<file path="config.mk">
export PLATFORM = sky130hd
export DESIGN_NAME = hazard_stall_ctrl
export DESIGN_NICKNAME = d
export VERILOG_FILES = /design/src/rtl/hazard_pkg.sv /design/src/rtl/hazard_match.sv /design/src/rtl/hazard_stall_ctrl.sv
export SDC_FILE = /design/constraint.sdc
export NUM_CORES = 1
export LEC_CHECK = 0
export ABC_AREA = 0
export ABC_CLOCK_PERIOD_IN_PS = 2300
export BUFFER_PORTS_ARGS = -buffer_cell sky130_fd_sc_hd__buf_2
export CAP_MARGIN = 20
export CORE_MARGIN = 1
export CORE_UTILIZATION = 51
export CTS_CLUSTER_SIZE = 8
export DETAILED_ROUTE_END_ITERATION = 6
export GPL_TIMING_DRIVEN = 0
export HOLD_SLACK_MARGIN = 0.12
export MAX_ROUTING_LAYER = met4
export PLACE_DENSITY = 0.79
export SLEW_MARGIN = 25
export SYNTH_ARGS = -nofsm -noshare
export SYNTH_HDL_FRONTEND = slang
export SYNTH_HIERARCHICAL = 1
export SYNTH_SLANG_ARGS = --single-unit
</file>
<file path="constraint.sdc">
create_clock -name clk_i -period 2.3 [get_ports clk_i]
set_input_delay 0.23 -clock clk_i [delete_from_list [all_inputs] [get_ports clk_i]]
set_output_delay 0.23 -clock clk_i [all_outputs]
set_load 0.01 [all_outputs]
</file>
<file path="src/rtl/hazard_pkg.sv">
// ---------------------------------------------------------------------------
// hazard_pkg
// Shared definitions for the ID-stage hazard logic of the 5-stage RISC-V core.
//   hazard_state_e : load-use stall FSM states (IDLE, LD_STALL)
//   REG_ZERO       : architectural zero register index (x0)
//   DEF_REG_AW     : default register address width
// ---------------------------------------------------------------------------
package hazard_pkg;

  localparam int DEF_REG_AW = 5;
  localparam int REG_ZERO   = 0;

  typedef enum logic [0:0] {
    IDLE     = 1'b0,
    LD_STALL = 1'b1
  } hazard_state_e;

endpackage : hazard_pkg

</file>
<file path="src/rtl/hazard_match.sv">
// ---------------------------------------------------------------------------
// hazard_match
// Combinational producer-vs-consumer register comparator. Reports a match
// when the producing register is not x0 and equals an operand that the
// consuming instruction actually reads. Shared with the forwarding unit.
// Ports:
//   rd        in  REG_AW  destination register of the producer
//   rs1, rs2  in  REG_AW  source registers of the consumer
//   rs1_used  in  1       consumer reads rs1
//   rs2_used  in  1       consumer reads rs2
//   match     out 1       dependency exists
// ---------------------------------------------------------------------------
module hazard_match
  import hazard_pkg::*;
#(
  parameter int REG_AW = DEF_REG_AW
) (
  input  logic [REG_AW-1:0] rd,
  input  logic [REG_AW-1:0] rs1,
  input  logic [REG_AW-1:0] rs2,
  input  logic              rs1_used,
  input  logic              rs2_used,
  output logic              match
);

  logic rd_nonzero;
  logic rs1_hit;
  logic rs2_hit;

  // x0 is hardwired to zero, so writes to it never create a dependency.
  always_comb begin
    rd_nonzero = (rd != REG_AW'(REG_ZERO));
    rs1_hit    = rs1_used && (rd == rs1);
    rs2_hit    = rs2_used && (rd == rs2);
    match      = rd_nonzero && (rs1_hit || rs2_hit);
  end

endmodule : hazard_match

</file>
<file path="src/rtl/hazard_stall_ctrl.sv">
// ---------------------------------------------------------------------------
// hazard_stall_ctrl
// ID-stage pipeline control: multi-cycle load-use stall, whole-pipe freeze on
// data-memory busy, taken-branch IF/ID flush and a stall-cycle counter.
// Priority: reset > DMem busy > load-use stall > branch > normal.
// Ports:
//   clk_i, rst_i            clock, synchronous active-high reset
//   ID_EX_MemRead_i         EX instruction is a load
//   ID_EX_RegisterRd_i      EX destination register
//   IF_ID_RegisterRs1/2_i   ID source registers
//   IF_ID_Rs1Used/Rs2Used_i ID instruction reads rs1/rs2
//   Branch_Taken_i          branch resolved taken in ID
//   DMem_Busy_i             data memory not ready
//   PCWrite_o, IF_ID_Write_o  fetch-side enables
//   ID_EX_Flush_o           bubble into ID/EX
//   IF_ID_Flush_o           squash IF/ID instruction
//   Pipe_Freeze_o           hold ID/EX, EX/MEM, MEM/WB
//   Stall_Cycles_o          load-use stall cycle count (wrapping)
// ---------------------------------------------------------------------------
module hazard_stall_ctrl
  import hazard_pkg::*;
#(
  parameter int REG_AW   = DEF_REG_AW,
  parameter int LOAD_LAT = 1,
  parameter int CNT_W    = 32
) (
  input  logic              clk_i,
  input  logic              rst_i,
  input  logic              ID_EX_MemRead_i,
  input  logic [REG_AW-1:0] ID_EX_RegisterRd_i,
  input  logic [REG_AW-1:0] IF_ID_RegisterRs1_i,
  input  logic [REG_AW-1:0] IF_ID_RegisterRs2_i,
  input  logic              IF_ID_Rs1Used_i,
  input  logic              IF_ID_Rs2Used_i,
  input  logic              Branch_Taken_i,
  input  logic              DMem_Busy_i,
  output logic              PCWrite_o,
  output logic              IF_ID_Write_o,
  output logic              ID_EX_Flush_o,
  output logic              IF_ID_Flush_o,
  output logic              Pipe_Freeze_o,
  output logic [CNT_W-1:0]  Stall_Cycles_o
);

  localparam int            REM_W    = $clog2(LOAD_LAT + 1);
  localparam logic [REM_W-1:0] REM_LOAD = REM_W'(LOAD_LAT - 1);
  localparam logic [REM_W-1:0] REM_ONE  = REM_W'(1);

  hazard_state_e    state;
  logic [REM_W-1:0] rem;
  logic [CNT_W-1:0] stall_cnt;
  logic             reg_match;
  logic             hit;
  logic             stall;

  hazard_match #(
    .REG_AW (REG_AW)
  ) u_match (
    .rd       (ID_EX_RegisterRd_i),
    .rs1      (IF_ID_RegisterRs1_i),
    .rs2      (IF_ID_RegisterRs2_i),
    .rs1_used (IF_ID_Rs1Used_i),
    .rs2_used (IF_ID_Rs2Used_i),
    .match    (reg_match)
  );

  // Hazard qualification and stall decision. In LD_STALL the bubble already
  // occupies ID/EX, so detection is not consulted there.
  always_comb begin
    hit   = ID_EX_MemRead_i && reg_match;
    stall = !DMem_Busy_i && ((state == LD_STALL) || hit);
  end

  // Prioritised output decode; stall takes effect in the detection cycle.
  always_comb begin
    PCWrite_o     = 1'b1;
    IF_ID_Write_o = 1'b1;
    ID_EX_Flush_o = 1'b0;
    IF_ID_Flush_o = 1'b0;
    Pipe_Freeze_o = 1'b0;
    if (rst_i) begin
      PCWrite_o     = 1'b1;
      IF_ID_Write_o = 1'b1;
    end else if (DMem_Busy_i) begin
      PCWrite_o     = 1'b0;
      IF_ID_Write_o = 1'b0;
      Pipe_Freeze_o = 1'b1;
    end else if (stall) begin
      // A stalled branch's operands are not valid yet, so it is ignored.
      PCWrite_o     = 1'b0;
      IF_ID_Write_o = 1'b0;
      ID_EX_Flush_o = 1'b1;
    end else if (Branch_Taken_i) begin
      IF_ID_Flush_o = 1'b1;
    end else begin
      PCWrite_o     = 1'b1;
      IF_ID_Write_o = 1'b1;
    end
  end

  // Stall FSM, remaining-cycle counter and performance counter. A freeze
  // holds everything so the stall resumes exactly where it stopped.
  always_ff @(posedge clk_i) begin
    if (rst_i) begin
      state     <= IDLE;
      rem       <= '0;
      stall_cnt <= '0;
    end else if (DMem_Busy_i) begin
      state     <= state;
      rem       <= rem;
      stall_cnt <= stall_cnt;
    end else if (state == LD_STALL) begin
      stall_cnt <= stall_cnt + CNT_W'(1);
      if (rem == REM_ONE) begin
        state <= IDLE;
        rem   <= '0;
      end else begin
        rem <= rem - REM_ONE;
      end
    end else if (hit) begin
      stall_cnt <= stall_cnt + CNT_W'(1);
      // The detection cycle is the first stall cycle; LD_STALL covers the rest.
      if (LOAD_LAT > 1) begin
        state <= LD_STALL;
        rem   <= REM_LOAD;
      end else begin
        state <= IDLE;
        rem   <= '0;
      end
    end else begin
      state <= IDLE;
      rem   <= '0;
    end
  end

  assign Stall_Cycles_o = stall_cnt;

endmodule : hazard_stall_ctrl

</file>
; ---- Word level (Yosys, flattened, before mapping)
; Index checks and enable logic that the tools add are counted.
[totals]
reg_bits = 34
input_bits = 22
out_inout_bits = 37
word_cells = 37
[op_classes]
n_addsub = 2
eq_ne = 2
n_mux = 18
bitwise_logic = 1
n_reduce_logical = 11
[op_table]
columns = operator, count
row1 = 32-bit two-way mux, 2
row2 = "32-bit by 1-bit adder with 32-bit output, second input constant", 1
row3 = 1-bit two-way mux, 16
row4 = 5-bit == test, 2
row5 = 1-bit logical AND, 5
row6 = 5-bit nonzero test, 1
row7 = 1-bit logical OR, 2
row8 = 2-bit AND reduction, 1
row9 = 2-bit nonzero test, 1
row10 = 1-bit logical NOT, 1
row11 = 1-bit NOT, 1
row12 = "1-bit subtractor, second input constant", 1

; ---- Longest topological paths before layout
[depth]
depth_word = 10
mapped_depth = 10
ltp_nobuf = 8

; ---- By module
; Netlist, hierarchy kept.
[by_module_without_submodules]
columns = mod, n_inst, cells_each, area_per_inst_um2, seq_area_each_um2
row1 = hazard_stall_ctrl, 1, 203, 1835.5, 660.6
row2 = hazard_match, 1, 17, 132.6, 0.0

; ---- Worst setup path before layout
; OpenSTA, ideal clock, no wires.
[synth_path]
kind = input port to flip-flop
start = in ID_EX_RegisterRd_i[0]
end = reg stall_cnt[25], in the netlist Stall_Cycles_o[25]
arrival_ps = 1994
slack_ps = 182
cell_stages = 10
path_buffers = 2
path_cell_list = xor2_1 > nor4_2 > nand3_1 > a21oi_1 > a21o_1 > nand2b_1 > buf_4 > buf_6 > nor4_2 > mux2_1
[synth_via]
elab_chain_len = 7
elab_cells_between_ends = 10
[synth_lines]
columns = item, line_no
row1 = start: declaration, hazard_stall_ctrl.sv:30  ; input logic [REG_AW-1:0] ID_EX_RegisterRd_i,
row2 = 5-bit == test (on tied branches), "hazard_match.sv:33, hazard_match.sv:34"
row3 = 1-bit logical AND (on tied branches), "hazard_match.sv:33, hazard_match.sv:34"
row4 = 1-bit logical OR, hazard_match.sv:35  ; match = rd_nonzero && (rs1_hit || rs2_hit);
row5 = 1-bit logical AND *, hazard_match.sv:35
row6 = named net reg_match, hazard_stall_ctrl.sv:52  ; logic reg_match;
row7 = 1-bit logical AND *, hazard_stall_ctrl.sv:70  ; hit = ID_EX_MemRead_i && reg_match;
row8 = 2-bit nonzero test (no source line) *, -
row9 = 2-bit AND reduction (no source line) *, -
row10 = end signal: assignment, hazard_stall_ctrl.sv:111  ; stall_cnt <= stall_cnt;
row11 = end signal: assignment, hazard_stall_ctrl.sv:113  ; stall_cnt <= stall_cnt + CNT_W'(1);
row12 = end signal: assignment, hazard_stall_ctrl.sv:121  ; stall_cnt <= stall_cnt + CNT_W'(1);
row13 = end: declaration, hazard_stall_ctrl.sv:51  ; logic [CNT_W-1:0] stall_cnt;
; The timed path passes the listed nets; every way through them passes the cells marked *.
; A chain may end at the register's enable or synchronous reset.

; ---- Final worst setup path
[layout_path]
start = reg stall_cnt[11], in the netlist Stall_Cycles_o[11]
end = reg stall_cnt[25], in the netlist Stall_Cycles_o[25]
[layout_via]
elab_chain_len = 3
[layout_lines]
columns = item, line_no
row1 = 32-bit by 1-bit adder with 32-bit output *, "hazard_stall_ctrl.sv:113, hazard_stall_ctrl.sv:121"
row2 = 32-bit two-way mux, hazard_stall_ctrl.sv:120  ; end else if (hit) begin
row3 = 32-bit two-way mux *, hazard_stall_ctrl.sv:112  ; end else if (state == LD_STALL) begin
; Mark *: on every way between the ends. The rest lies on a longest branch, timed or not. The select of a mux whose other input is x is not followed.

==> Implementation_results.wiki <==
{| class="wikitable"
! Metric !! Value
|-
| Area overhead of the layout relative to synthesis || 24.4%
|-
| Distinct cells, synth || 41
|-
| Seq/Total Area, Yosys || 0.336
|-
| Remaining DRCs || 0
|-
| Total clock buffers created by CTS || 5
|-
| Final-layout fill cell count || 325
|-
| Biggest area contributors in the synthesized netlist || dfxtp_1 (34%), nor4_2 (5.7%), xor2_1 (5.3%)
|-
| Vias post-DR || 1840
|-
| Kind of start point of the critical path || register
|-
| Total of warnings raised by yosys || 6
|-
| Port buffer count || 57
|-
| Antenna diodes || 0
|-
| Clock period minus final worst setup slack || 2.15 ns
|-
| Hold Fails Final Rpt || 0
|-
| Depth of the worst hold-timing path || 3
|-
| Final std cells w/o fill || 335
|-
| Total routing resource utilization after global routing || 0.242
|-
| Number of global-route vias before repair || 1659
|-
| Net count, final || 309
|-
| DR WL/cell || 13.2 um
|-
| Area taken by multi-input logic gates || 0.00117 mm2
|-
| Global-route congestion overflow total || 0
|-
| Weighted congestion reported at the end of routability-driven placement || 0.781
|-
| Area occupied by registers || 663 um2
|-
| Global-route wire length before repair || 7.42 mm
|-
| Initial Utilization || 0.534
|-
| Highest net fanout along the worst path || 10
|-
| Detailed Route Iter0 Violations || 83
|-
| Setup Skew || 0.00405 ns
|-
| Share of layout cells above drive strength 1 || 0.352
|-
| Worst-Skew Late Latency || 0.29 ns
|-
| Instance area at placement || 0.00231 mm2
|-
| Count of placed standard cells including taps || 325
|-
| DIE WIDTH || 64.1 um
|-
| Number of flip-flops and latches in the synthesized netlist || 33
|-
| Critical Path Max Stage Delay || 0.48 ns
|-
| Detailed Place HPWL || 3.12 mm
|-
| CTS H-Tree Depth || 2
|-
| Maximum operating frequency || 0.464 GHz
|-
| Clock root buffer master || clkbuf_8
|-
| Final core area utilization || 0.664
|-
| Share of the synthesized area in the top cell type || 0.336
|-
| Combined area of all synthesized cells || 0.00197 mm2
|-
| Most frequent cell after synthesis || dfxtp_1
|-
| Initial antenna violation count || 0
|-
| Pin count of the biggest net entering global routing || 11
|-
| Primary FF master, synth || dfxtp_1
|-
| Worst slack, placed || -0.206 ns
|-
| Max rail drop VDD || 0.345 mV
|-
| Core Box Area || 0.00369 mm2
|-
| Required time of the worst setup path || 2.48 ns
|-
| Post-detailed-route via-to-cell ratio || 5.49
|-
| Remaining antenna violation count after routing || 0
|-
| Sinks on the clock net || 33
|-
| Final Routed Wirelength || 4.41 mm
|-
| Number of enable flip-flop cells after synthesis || 0
|-
| Number of max-cap violations || 0
|-
| Number of cell instances on the worst register-to-register path || 6
|-
| Post-Synthesis Cells || 220
|-
| Die extent in y || 64.1 um
|-
| Mean Syn Cell Area || 8.95 um2
|-
| Highest-delay cell along the critical path || or4_1
|-
| Maximum buffer depth of the clock tree || 2
|-
| Slew at the pin closest to its max-slew limit || 0.454 ns
|-
| Result of the run || finished clean
|-
| Pwr dens || 497 mW/mm2
|-
| Post-Syn Nets || 243
|-
| Critical Path Sink Type || register
|-
| Final critical-path setup slack || 0.146 ns
|-
| Clock tree from TritonCTS || yes
|-
| Cell breakdown of the critical path || nand4_2 > or4_1 > buf_2 > buf_6 > nor4_2 > mux2_1
|-
| DIE AREA || 0.00411 mm2
|-
| Clock edge transition at the registers on the reported setup and hold paths || 0.07 ns
|-
| WHS || 0.346 ns
|-
| Router iterations before antenna repair || 4
|-
| Total number of placement rows || 22
|-
| Commonest cells in the synthesized netlist || dfxtp_1 (33), nor2_1 (27), xor2_1 (12)
|-
| Async SR Flop Fraction || 0
|-
| Final setup violation count || 0
|-
| Hold buffer count at cts || 0
|-
| Summed area of non-filler cells in the final layout || 0.00245 mm2
|-
| Worst hold path class || primary input to register
|-
| Pleak || 0.00107 uW
|-
| Number of top-level pins || 59
|-
| RSZ-0062 raised after global routing || false
|-
| Post-synth top area cell || dfxtp_1
|-
| Type of the worst setup path || register to register
|-
| Final Max Tran Viols || 0
|-
| Period Utilization, post-route || 0.937
|-
| Arrival time worst endpoint || 2.34 ns
|-
| Worst rel slew slack || 0.697
|}
## worst paths after layout
path	from	end	slack [ns]
worst max-delay path	Stall_Cycles_o[11]	Stall_Cycles_o[25]	0.15
worst min-delay path	rst_i	Stall_Cycles_o[29]	0.35
worst max register to register	Stall_Cycles_o[11]	Stall_Cycles_o[25]	0.15
worst min register to register	state	state	0.50
## state kept, by name, summed over array words and instances (netlist names)
signal and count:
state 1, Stall_Cycles_o 32
## routing by layer
| metal | track usage | up-vias | wire [um] |
|---|---|---|---|
| li1 | - | 919 | - |
| met1 | 0.291 | 882 | 2080 |
| met5 | - | - | 0 |
| met4 | 0.100 | 0 | 68 |
| met2 | 0.390 | 33 | 2110 |
| met3 | 0.0536 | 6 | 152 |
## placed cells by master (no fill, tap or decap), drive strengths merged, types with 2 or more instances in the layout
master	n
buf	70
dfxtp	33
nor2	27
nor4	17
mux2	16
xor2	12
clkbuf	12
nand3	11
nor2b	10
a21oi	10
nand2	8
or4	8
and2b	6
o31ai	6
xnor2	6
nand4	6
inv	5
and4	3
nor4b	2
nor3	2
and3	2
o21ai	2
nor3b	2
## what timing repair did
item | 4_1_cts | 5_1_grt
hold endpoints to repair | 0 | 0
gates resized for setup | 0 | 3
buffers inserted | 0 | 2
setup endpoints to repair | 0 | 10
## kinds of logic after synthesis
| group | count (synthesis) | share of synthesized area |
|---|---|---|
| simple gates | 110 | 0.357 |
| flops | 33 | 0.336 |
| buf+inv | 22 | 0.0687 |
| compound gates | 20 | 0.0610 |
| xor+xnor | 18 | 0.0801 |
| mux | 16 | 0.0915 |
| fa+ha+maj | 1 | 0.00636 |
## area by class of cell
class                           count  area share
Clock inverter                      1      0.0123
Tap cell                           48      0.0245
Sequential cell                    33       0.271
Timing Repair Buffer               59       0.123
Clock buffer                        7      0.0353
Inverter                            5     0.00766
Buffer                             17      0.0475
Multi-Input combinational cell    165       0.479
## critical path: cells and delay by family (launching register included)
| family | cells | cell delay, ns |
|---|---|---|
| AND/OR/NAND/NOR | 3 | 0.98 |
| flip-flops | 1 | 0.41 |
| multiplexers | 1 | 0.35 |
| buffers and inverters | 2 | 0.33 |
## per-stage QoR
stage / power [uW] / setup TNS (ns)
final: 1220 / 0
after global routing: 1260 / 0
after CTS: 1230 / 0
after detailed placement: 663 / -2.10
after global placement: 661 / -1.91
after floorplan: 628 / 0
## power by group
part	leakage, uW	switching [uW]	internal [uW]
clock	0.0000585	213	353
combinational	0.000741	42.6	36.6
sequential	0.000267	0.246	571
total	0.00107	256	961
(Power assumes the default switching activity.)
